## src/rtl/fetch_pkg.sv

```systemverilog
// Counter encodings, bubble instruction and BTB geometry helpers shared by
// the fetch/predict stage and its branch target buffer.
package fetch_pkg;

   localparam logic [1:0] SNT = 2'b00;
   localparam logic [1:0] WNT = 2'b01;
   localparam logic [1:0] WT  = 2'b10;
   localparam logic [1:0] ST  = 2'b11;

   localparam logic [31:0] NOP_INSTR = 32'h0;

   function automatic int btb_idx_w(input int depth);
      return $clog2(depth);
   endfunction

   // Tag covers everything above the index and the word offset.
   function automatic int btb_tag_w(input int xlen, input int depth);
      return xlen - $clog2(depth) - 2;
   endfunction

endpackage

```

## src/rtl/fetch_btb.sv

```systemverilog
// Direct-mapped branch target buffer with 2-bit saturating counters.
// Works on word addresses (PC[XLEN-1:2]); lookup is combinational, update at the edge.
module fetch_btb
   import fetch_pkg::*;
#(
   parameter int XLEN      = 32,
   parameter int BTB_DEPTH = 16
) (
   input  logic            clk,
   input  logic            rst,
   input  logic [XLEN-3:0] lookup_word,
   output logic            hit_taken,
   output logic [XLEN-3:0] hit_target,
   input  logic            upd_valid,
   input  logic [XLEN-3:0] upd_word,
   input  logic            upd_is_jump,
   input  logic            upd_taken,
   input  logic [XLEN-3:0] upd_target
);

   localparam int IW = btb_idx_w(BTB_DEPTH);
   localparam int TW = btb_tag_w(XLEN, BTB_DEPTH);

   logic [BTB_DEPTH-1:0] valid_q;
   logic [TW-1:0]        tag_q    [BTB_DEPTH];
   logic [XLEN-3:0]      target_q [BTB_DEPTH];
   logic [1:0]           ctr_q    [BTB_DEPTH];

   logic [IW-1:0] lk_idx;
   logic [TW-1:0] lk_tag;
   logic [IW-1:0] up_idx;
   logic [TW-1:0] up_tag;
   logic          up_hit;

   function automatic logic [1:0] sat_inc(input logic [1:0] c);
      return (c == ST) ? ST : c + 2'd1;
   endfunction

   function automatic logic [1:0] sat_dec(input logic [1:0] c);
      return (c == SNT) ? SNT : c - 2'd1;
   endfunction

   assign lk_idx = lookup_word[IW-1:0];
   assign lk_tag = lookup_word[XLEN-3:IW];
   assign up_idx = upd_word[IW-1:0];
   assign up_tag = upd_word[XLEN-3:IW];
   assign up_hit = valid_q[up_idx] && (tag_q[up_idx] == up_tag);

   assign hit_taken  = valid_q[lk_idx] && (tag_q[lk_idx] == lk_tag) && ctr_q[lk_idx][1];
   assign hit_target = target_q[lk_idx];

   always_ff @(posedge clk) begin
      if (rst) begin
         valid_q <= '0;
      end else if (upd_valid && !up_hit && upd_taken) begin
         valid_q[up_idx] <= 1'b1;
      end
   end

   // A miss that was not taken leaves the entry (and any alias in it) alone.
   always_ff @(posedge clk) begin
      if (upd_valid && (up_hit || upd_taken)) begin
         tag_q[up_idx] <= up_tag;
         if (upd_taken) target_q[up_idx] <= upd_target;
         if (upd_is_jump)    ctr_q[up_idx] <= ST;
         else if (!up_hit)   ctr_q[up_idx] <= WT;
         else if (upd_taken) ctr_q[up_idx] <= sat_inc(ctr_q[up_idx]);
         else                ctr_q[up_idx] <= sat_dec(ctr_q[up_idx]);
      end
   end

endmodule

```

## src/rtl/fetch_predict_unit.sv

```systemverilog
// Fetch stage: PC register, IF/ID register and branch prediction with mispredict repair.
// Define FETCH_BTB_EN to build the BTB predictor; otherwise fetch is static not-taken.
module fetch_predict_unit
   import fetch_pkg::*;
#(
   parameter int              XLEN      = 32,
   parameter int              BTB_DEPTH = 16,
   parameter logic [XLEN-1:0] RESET_PC  = '0
) (
   input  logic            clk,
   input  logic            rst,
   input  logic            freeze,
   output logic [XLEN-1:0] imem_addr,
   input  logic [31:0]     imem_rdata,
   output logic [31:0]     id_instr,
   output logic [XLEN-1:0] id_pc_plus4,
   output logic            id_valid,
   output logic            id_pred_taken,
   output logic [XLEN-1:0] id_pred_target,
   input  logic            res_valid,
   input  logic [XLEN-1:0] res_pc,
   input  logic            res_is_jump,
   input  logic            res_taken,
   input  logic [XLEN-1:0] res_target,
   input  logic            res_pred_taken,
   input  logic [XLEN-1:0] res_pred_target,
   output logic            flush
);

   logic [XLEN-1:0] pc_p0;
   logic [XLEN-1:0] pc_plus4;
   logic [XLEN-1:0] next_pc;
   logic [XLEN-1:0] redirect_pc;
   logic            pred_taken;
   logic [XLEN-1:0] pred_target;

   logic [31:0]     instr_p1;
   logic [XLEN-1:0] pc_plus4_p1;
   logic            vld_p1;
   logic            pred_taken_p1;
   logic [XLEN-1:0] pred_target_p1;

   assign pc_plus4 = pc_p0 + XLEN'(4);

`ifdef FETCH_BTB_EN
   logic [XLEN-1:0] res_pc_plus4;
   logic [XLEN-1:0] res_pred_next;
   logic            btb_taken;
   logic [XLEN-3:0] btb_target;

   assign res_pc_plus4  = res_pc + XLEN'(4);
   assign redirect_pc   = res_taken ? res_target : res_pc_plus4;
   assign res_pred_next = res_pred_taken ? res_pred_target : res_pc_plus4;
   assign flush         = res_valid && (redirect_pc != res_pred_next);

   fetch_btb #(
      .XLEN      (XLEN),
      .BTB_DEPTH (BTB_DEPTH)
   ) u_btb (
      .clk         (clk),
      .rst         (rst),
      .lookup_word (pc_p0[XLEN-1:2]),
      .hit_taken   (btb_taken),
      .hit_target  (btb_target),
      .upd_valid   (res_valid),
      .upd_word    (res_pc[XLEN-1:2]),
      .upd_is_jump (res_is_jump),
      .upd_taken   (res_taken),
      .upd_target  (res_target[XLEN-1:2])
   );

   assign pred_taken  = btb_taken;
   assign pred_target = btb_taken ? {btb_target, 2'b00} : '0;
`else
   // Without a predictor only a taken branch can be mispredicted.
   logic unused_res;

   assign unused_res  = ^{res_pc, res_is_jump, res_pred_taken, res_pred_target};
   assign redirect_pc = res_target;
   assign flush       = res_valid && res_taken;
   assign pred_taken  = 1'b0;
   assign pred_target = '0;
`endif

   always_comb begin
      next_pc = pc_plus4;
      if (flush)           next_pc = redirect_pc;
      else if (freeze)     next_pc = pc_p0;
      else if (pred_taken) next_pc = pred_target;
   end

   // Stage 0: program counter
   always_ff @(posedge clk) begin
      if (rst) pc_p0 <= RESET_PC;
      else     pc_p0 <= next_pc;
   end

   // Stage 1: IF/ID register; a flush inserts a bubble even while frozen
   always_ff @(posedge clk) begin
      if (rst) begin
         instr_p1       <= NOP_INSTR;
         pc_plus4_p1    <= '0;
         vld_p1         <= 1'b0;
         pred_taken_p1  <= 1'b0;
         pred_target_p1 <= '0;
      end else if (flush) begin
         instr_p1       <= NOP_INSTR;
         vld_p1         <= 1'b0;
         pred_taken_p1  <= 1'b0;
         pred_target_p1 <= '0;
      end else if (!freeze) begin
         instr_p1       <= imem_rdata;
         pc_plus4_p1    <= pc_plus4;
         vld_p1         <= 1'b1;
         pred_taken_p1  <= pred_taken;
         pred_target_p1 <= pred_target;
      end
   end

   assign imem_addr      = pc_p0;
   assign id_instr       = instr_p1;
   assign id_pc_plus4    = pc_plus4_p1;
   assign id_valid       = vld_p1;
   assign id_pred_taken  = pred_taken_p1;
   assign id_pred_target = pred_target_p1;

endmodule

```

## config.mk

```make
export PLATFORM = sky130hd
export DESIGN_NAME = fetch_predict_unit
export DESIGN_NICKNAME = d
export VERILOG_FILES = /design/src/rtl/fetch_pkg.sv /design/src/rtl/fetch_btb.sv /design/src/rtl/fetch_predict_unit.sv
export SDC_FILE = /design/constraint.sdc
export NUM_CORES = 1
export LEC_CHECK = 0
export CAP_MARGIN = 25
export CORE_AREA = 10 10 136 138
export CTS_BUF_LIST = sky130_fd_sc_hd__clkbuf_2
export DETAILED_ROUTE_END_ITERATION = 16
export DIE_AREA = 0 0 146 148
export GPL_TIMING_DRIVEN = 0
export PLACE_DENSITY_LB_ADDON = 0.2
export SLEW_MARGIN = 5
export SYNTH_ARGS = -nofsm -noshare
export SYNTH_HDL_FRONTEND = slang
export SYNTH_SLANG_ARGS = --single-unit
```

## constraint.sdc

```tcl
create_clock -name clk -period 2.73 [get_ports clk]
set_clock_uncertainty 0.2 [all_clocks]
set_input_delay 0.819 -clock clk [delete_from_list [all_inputs] [get_ports clk]]
set_output_delay 0.819 -clock clk [all_outputs]
set_load 0.03 [all_outputs]
```

==> impl_metrics.tcl, run 1 <==
set metrics [dict create \
    antenna_found_initial 2 \
    p_leak_nw 3.00 \
    yosysSeqAreaShare 0.415 \
    ys_warn_count 0 \
    fin_cells 964 \
    worstPathMaxFanout 6 \
    hold_violations 0 \
    synth.most_common_cell "nor2_1" \
    switching_share 0.330 \
    crit_start "res_valid" \
    first_pass_iters 4 \
    numCtsBuffers 9 \
    rsz0062_at_grt "no" \
    power.internal_mw 2.12 \
    ctsRootBufferMaster "clkbuf_2" \
    worstPathRequired_ns 1.71 \
    grt_pass1_wl_um 24700 \
    grt_pass1_vias 4351 \
    cpPeakStageDelay_ns 0.47 \
    vdd_drop_max_mv 0.229 \
    crit_path_end_kind "output port" \
    report.final.slew_viol_count 0 \
    pre_cts_ws_ns -0.765 \
    reg2reg_slack_ns 0.29 \
    hold_class "reg2reg" \
    reg2reg_depth 7 \
    fmax_mhz 371 \
    finalNetCount 879 \
    worst-path-stages 4 \
    wirelength_um 15800 \
    hold-worst-slack_ns 0.271 \
    core_sq_um 15700 \
    area_delta_synth_final_pct 44.9 \
    cts_tree "yes" \
    synth_common_cells "105 x nor2_1, 97 x dfxtp_1, 51 x a211oi_1" \
    ys_top_cells_by_area "dfxtp_1 42%, nor2_1 8.4%, a211oi_1 8.2%, mux2i_1 7.1%, buf_4 5.6%" \
    worst_pin_slew_ns 0.726 \
    cp_num_buf_inv 3 \
    worst-endpoint-arrival_ns 1.68 \
    r2r_start "imem_addr[2]" \
    cts_htree_levels 3 \
    synth_edf_count 0 \
    slowest_stage "clkdlybuf4s50_1" \
    fp.dieH_um 148 \
    dp_hpwl_um 12400 \
    io_pins 266 \
    viasPerCell 4.45 \
    synthArstFlopShare 0 \
    port_buffers 165 \
    n_fill_cell 1591 \
    route.detailed.drc 0 \
    tns_ns 0 \
    p_comb_frac 0.252 \
    netlist.area_leader.share 0.415 \
    min_delay_path_depth 2 \
    die_area_sq_um 21600 \
    route.vias.total 4285 \
    postSynthAreaPerCell_sq_um 8.83 \
    setup_viol 0 \
    floorplan.initialDensity 0.298 \
    timing.final.crit_share 0.987 \
    ant_nets 0 \
    yosysTopAreaCell "dfxtp_1" \
    die-width_um 146 \
    relSlewSlack 0.516 \
    overflow 0 \
    cts_buffer_depth 2 \
    clock-sinks 97 \
    ys_ff_latch 97 \
    synthCells 530 \
    drtIter0Drc 187 \
    ys_types 42 \
    power.share.clock 0.249 \
    grt_max_degree 15 \
    r2r-end "id_pc_plus4[30]" \
    dp.cells 943 \
    cp_cell_sequence "clkdlybuf4s50_1 > nand2_2 > clkinv_4 > clkbuf_4" \
    hold_start "id_valid" \
    clkTransAtPathRegs_ns 0.26 \
    hold_path_end "id_valid" \
    netlist_area_sq_um 4680 \
    clk_latency_ns 0.60 \
    path_class "in2out" \
    cts_hold_buf 0 \
    p_seq_frac 0.499 \
    cap_viol_max_count 0 \
    status "finished clean" \
    grtUsageTotal 0.143 \
    rows 46 \
    synth_ff_type "dfxtp_1" \
    finalCriticalPeriod_ns 2.69 \
    setup_ws_ns 0.0357 \
    cp_top_family "buffers and inverters" \
    drive_gt1_frac 0.110 \
    cp-start-kind "input pin" \
    routedWlPerCell_um 16.3 \
    gp_routability_congestion 0.824 \
    switching_power_mw 1.05 \
    powerDensity_nw_per_um2 468 \
]
per-layer routing:
layer  global-route usage  share of wire  up-vias
met3               0.0723           0.11       17
li1                     -              -     2167
met5                    0              0        -
met2                0.234           0.47      155
met4               0.0480          0.015        0
met1                0.158           0.41     1946
worst max-delay path by stage:
stage	to
after global routing	imem_addr[3]
after floorplan	id_pc_plus4[21]
after detailed placement	id_pc_plus4[29]
after CTS	flush
final	flush
after global placement	id_pc_plus4[30]
registers in the layout, summed over array words and instances (netlist names):
name	count
id_instr	32
id_valid	1
id_pc_plus4	32
imem_addr	32
layout make-up:
type                            instances  area [sq um]  area share
Clock buffer                           11          55.1     0.00812
Timing Repair Buffer                  170          1570       0.232
Multi-Input combinational cell        386          2410       0.356
Buffer                                 75           429      0.0633
Sequential cell                        97          1940       0.287
Inverter                                4          20.0     0.00295
Antenna cell                            2          5.00    0.000738
Clock inverter                          3          67.6     0.00997
Tap cell                              216           270      0.0399
layout by cell type (no fill, tap or decap), drive strengths merged, types with 2 or more instances in the layout:
cell,n
dlygate4sd2,94
conb,33
and3,2
nand2,32
xor2,30
a311oi,3
nor3,4
nand3b,4
nand2b,2
o22ai,2
o21ai,4
inv,3
nor2,106
mux2i,33
a21oi,10
diode,2
nand4b,2
nor4,9
or3,6
a211oi,51
dfxtp,97
clkdlybuf4s50,67
and2,2
xnor2,22
buf,49
nand3,12
clkbuf,45
nand4,13
bufinv,2
cell families (layout without fill, tap and decap cells):
group                      Yosys count  count (layout)  synth area share
AOI/OAI and AO/OA                   70              70             0.105
xor gates and xnor gates            52              52            0.0974
adders and majority gates            1               1           0.00267
buffers and inverters               79             263            0.0949
DFF                                 97              97             0.415
muxes                               33              33            0.0706
other                                1              35          0.000802
and+or+nand+nor                    197             197             0.213
what timing repair did:
action                                  CTS  global route
gates resized for setup                 102             9
cloned                                    0             0
pin swaps                                 0             1
setup buffers                             0             5
endpoints found under the setup margin  107            10
power by group through the flow:
stage / registers, mW / logic (mW) / clock network [mW]
6_report: 1.58 / 0.800 / 0.790
2_1_floorplan: 1.77 / 0.333 / 0
3_3_place_gp: 1.61 / 0.854 / 0
4_1_cts: 1.58 / 0.804 / 0.830
3_5_place_dp: 1.61 / 0.860 / 0
5_1_grt: 1.60 / 0.864 / 0.877
metrics by stage:
stage           util  cell area, sq um  power [mW]
2_1_floorplan      -              4800        2.10
3_3_place_gp   0.428              6720        2.46
3_5_place_dp   0.428              6720        2.47
4_1_cts        0.428              6730        3.22
5_1_grt        0.431              6770        3.34
6_report       0.431              6780        3.17
worst reg2reg max path: stages, from the launching register on:
cell,delay [ns]
dfxtp_1,0.56
ha_1,0.28
nand3_2,0.26
nor4_4,0.34
buf_4,0.18
nand4_1,0.10
xor2_1,0.20
a211oi_1,0.25
(Power assumes the default switching activity.)
==> run 2: changes to the inputs <==
--- a/config.mk
+++ b/config.mk
@@ -6,10 +6,10 @@
 export NUM_CORES = 1
 export LEC_CHECK = 0
 export CAP_MARGIN = 25
-export CORE_AREA = 10 10 136 138
+export CORE_AREA = 2 2 128 130
 export CTS_BUF_LIST = sky130_fd_sc_hd__clkbuf_2
 export DETAILED_ROUTE_END_ITERATION = 16
-export DIE_AREA = 0 0 146 148
+export DIE_AREA = 0 0 130 132
 export GPL_TIMING_DRIVEN = 0
 export PLACE_DENSITY_LB_ADDON = 0.2
 export SLEW_MARGIN = 5
==> run 2 against run 1 <==
Against the previous run:
- clock power down 11%
- first-iteration DRC count down 12%
- design area up 0.39%
- sequential power about the same
- maximum frequency down 0.23%
- combinational power about the same
- non-clock buffer count down 5
- register-to-register slack about the same
- via count up 0.28%
- critical path type unchanged
- highest routed layer unchanged
==> impl_metrics.tcl, run 2 (synthesis gave the netlist of run 1 again) <==
set metrics [dict create \
    finalNetCount 874 \
    crit_path_end_kind "output port" \
    cp-start-kind "input pin" \
    power.total_mw 3.09 \
    p_leak_nw 3.20 \
    gp_routability_congestion 0.794 \
    fmax_mhz 370 \
    finalCriticalPeriod_ns 2.70 \
    cap_viol_max_count 0 \
    path_class "in2out" \
    die_area_sq_um 17200 \
    drive_gt1_frac 0.104 \
    cts_hold_buf 0 \
    cts_tree "yes" \
    timing.final.crit_share 0.989 \
    area_delta_synth_final_pct 45.5 \
    power.share.clock 0.229 \
    ctsRootBufferMaster "clkbuf_2" \
    core_sq_um 15700 \
    first_pass_iters 4 \
    final_common_cell "nor2_1" \
    worst_pin_slew_ns 0.732 \
    worstPathRequired_ns 1.71 \
    tns_ns 0 \
    numCtsBuffers 9 \
    grt_max_degree 15 \
    cts_buffer_depth 2 \
    hold_class "reg2reg" \
    place_area_sq_um 6720 \
    worst-endpoint-arrival_ns 1.68 \
    floorplan.initialDensity 0.298 \
    drtIter0Drc 164 \
    clock-sinks 97 \
    switching_power_mw 1.04 \
    dp.cells 943 \
    antenna_found_initial 1 \
    switching_share 0.337 \
    route.vias.total 4297 \
    cts_htree_levels 3 \
    fp.dieH_um 132 \
    relSlewSlack 0.512 \
    p_comb_frac 0.260 \
    ant_nets 0 \
    clk_latency_ns 0.58 \
    report.final.slew_viol_count 0 \
    design_area_sq_um 6810 \
    grtUsageTotal 0.168 \
    vdd_drop_max_mv 0.170 \
    hold_violations 0 \
    fin_cells 960 \
    die-width_um 130 \
    grt_pass1_wl_um 22600 \
    powerDensity_nw_per_um2 455 \
    p_seq_frac 0.512 \
    viasPerCell 4.48 \
    io_pins 266 \
    multiInputGateArea_sq_um 2420 \
    port_buffers 165 \
    grt_pass1_vias 4375 \
    regArea_sq_um 1940 \
    rows 46 \
    final_cell_mix "105 x nor2_1, 95 x dfxtp_1, 73 x clkdlybuf4s50_1" \
    route.detailed.drc 0 \
    n_fill_cell 1634 \
    clkTransAtPathRegs_ns 0.26 \
    power.internal_mw 2.05 \
    status "finished clean" \
    overflow 0 \
    wirelength_um 14400 \
    routedWlPerCell_um 15.0 \
    setup_ws_ns 0.0295 \
    pre_cts_ws_ns -0.818 \
    cts_setup_buffers 0 \
    setup_viol 0 \
    worstPathMaxFanout 9 \
    dp_hpwl_um 11000 \
]
-- run 2: changes by cell type in the layout (fill, tap and decap cells not counted), moves of 2 or more --
cell             previous run  this run
dlygate4sd2_1              94        69
buf_4                      39        36
clkinv_2                    0         2
clkdlybuf4s50_1            67        73
dlymetal6s2s_1              1        21
-- run 2: final cells by class --
class                      count  area share
clock buffer                  12     0.00883
inverter                       4     0.00294
antenna                        1    0.000368
tap                          216      0.0397
multi-input combinational    386       0.356
timing repair buffer         165       0.237
sequential                    97       0.286
clock inverter                 4     0.00644
buffer                        75      0.0631
-- run 2: stage by stage --
step | utilization | hold WS (ns)
5_1_grt | 0.433 | 0.285
2_1_floorplan | - | 0.246
4_1_cts | 0.429 | 0.271
6_report | 0.433 | 0.266
3_3_place_gp | 0.428 | 0.237
3_5_place_dp | 0.428 | 0.248
-- run 2: critical path, cell delays in order --
cell             delay [ns]
clkdlybuf4s50_1        0.51
nand2_4                0.09
clkinv_4               0.10
buf_4                  0.16
-- run 2: layer usage --
| metal | vias up | part of all wire | GRT usage |
|---|---|---|---|
| met5 | - | 0 | 0 |
| met4 | 0 | 0.011 | 0.0526 |
| met3 | 12 | 0.099 | 0.0588 |
| met2 | 164 | 0.48 | 0.286 |
| met1 | 1965 | 0.41 | 0.197 |
| li1 | 2156 | - | - |
-- run 2: final timing paths --
| check | startpoint | to | slack, ns | depth (start not counted) |
|---|---|---|---|---|
| worst max-delay path | res_taken | flush | 0.03 | 4 |
| worst min register to register | id_valid | id_valid | 0.27 | 2 |
| worst min-delay path | id_valid | id_valid | 0.27 | 2 |
| worst max register to register | imem_addr[21] | imem_addr[28] | 0.28 | 6 |
-- run 2: timing repair --
item | 4_1_cts | 5_1_grt
pin swaps | 0 | 1
setup endpoints to repair | 81 | 26
resized for setup | 79 | 25
-- run 2: power groups by stage --
stage | logic (mW) | registers, mW | clock network, mW
finish | 0.803 | 1.58 | 0.707
floorplan | 0.333 | 1.77 | 0
global placement | 0.844 | 1.61 | 0
global route | 0.865 | 1.60 | 0.797
detailed placement | 0.852 | 1.61 | 0
CTS | 0.811 | 1.59 | 0.751
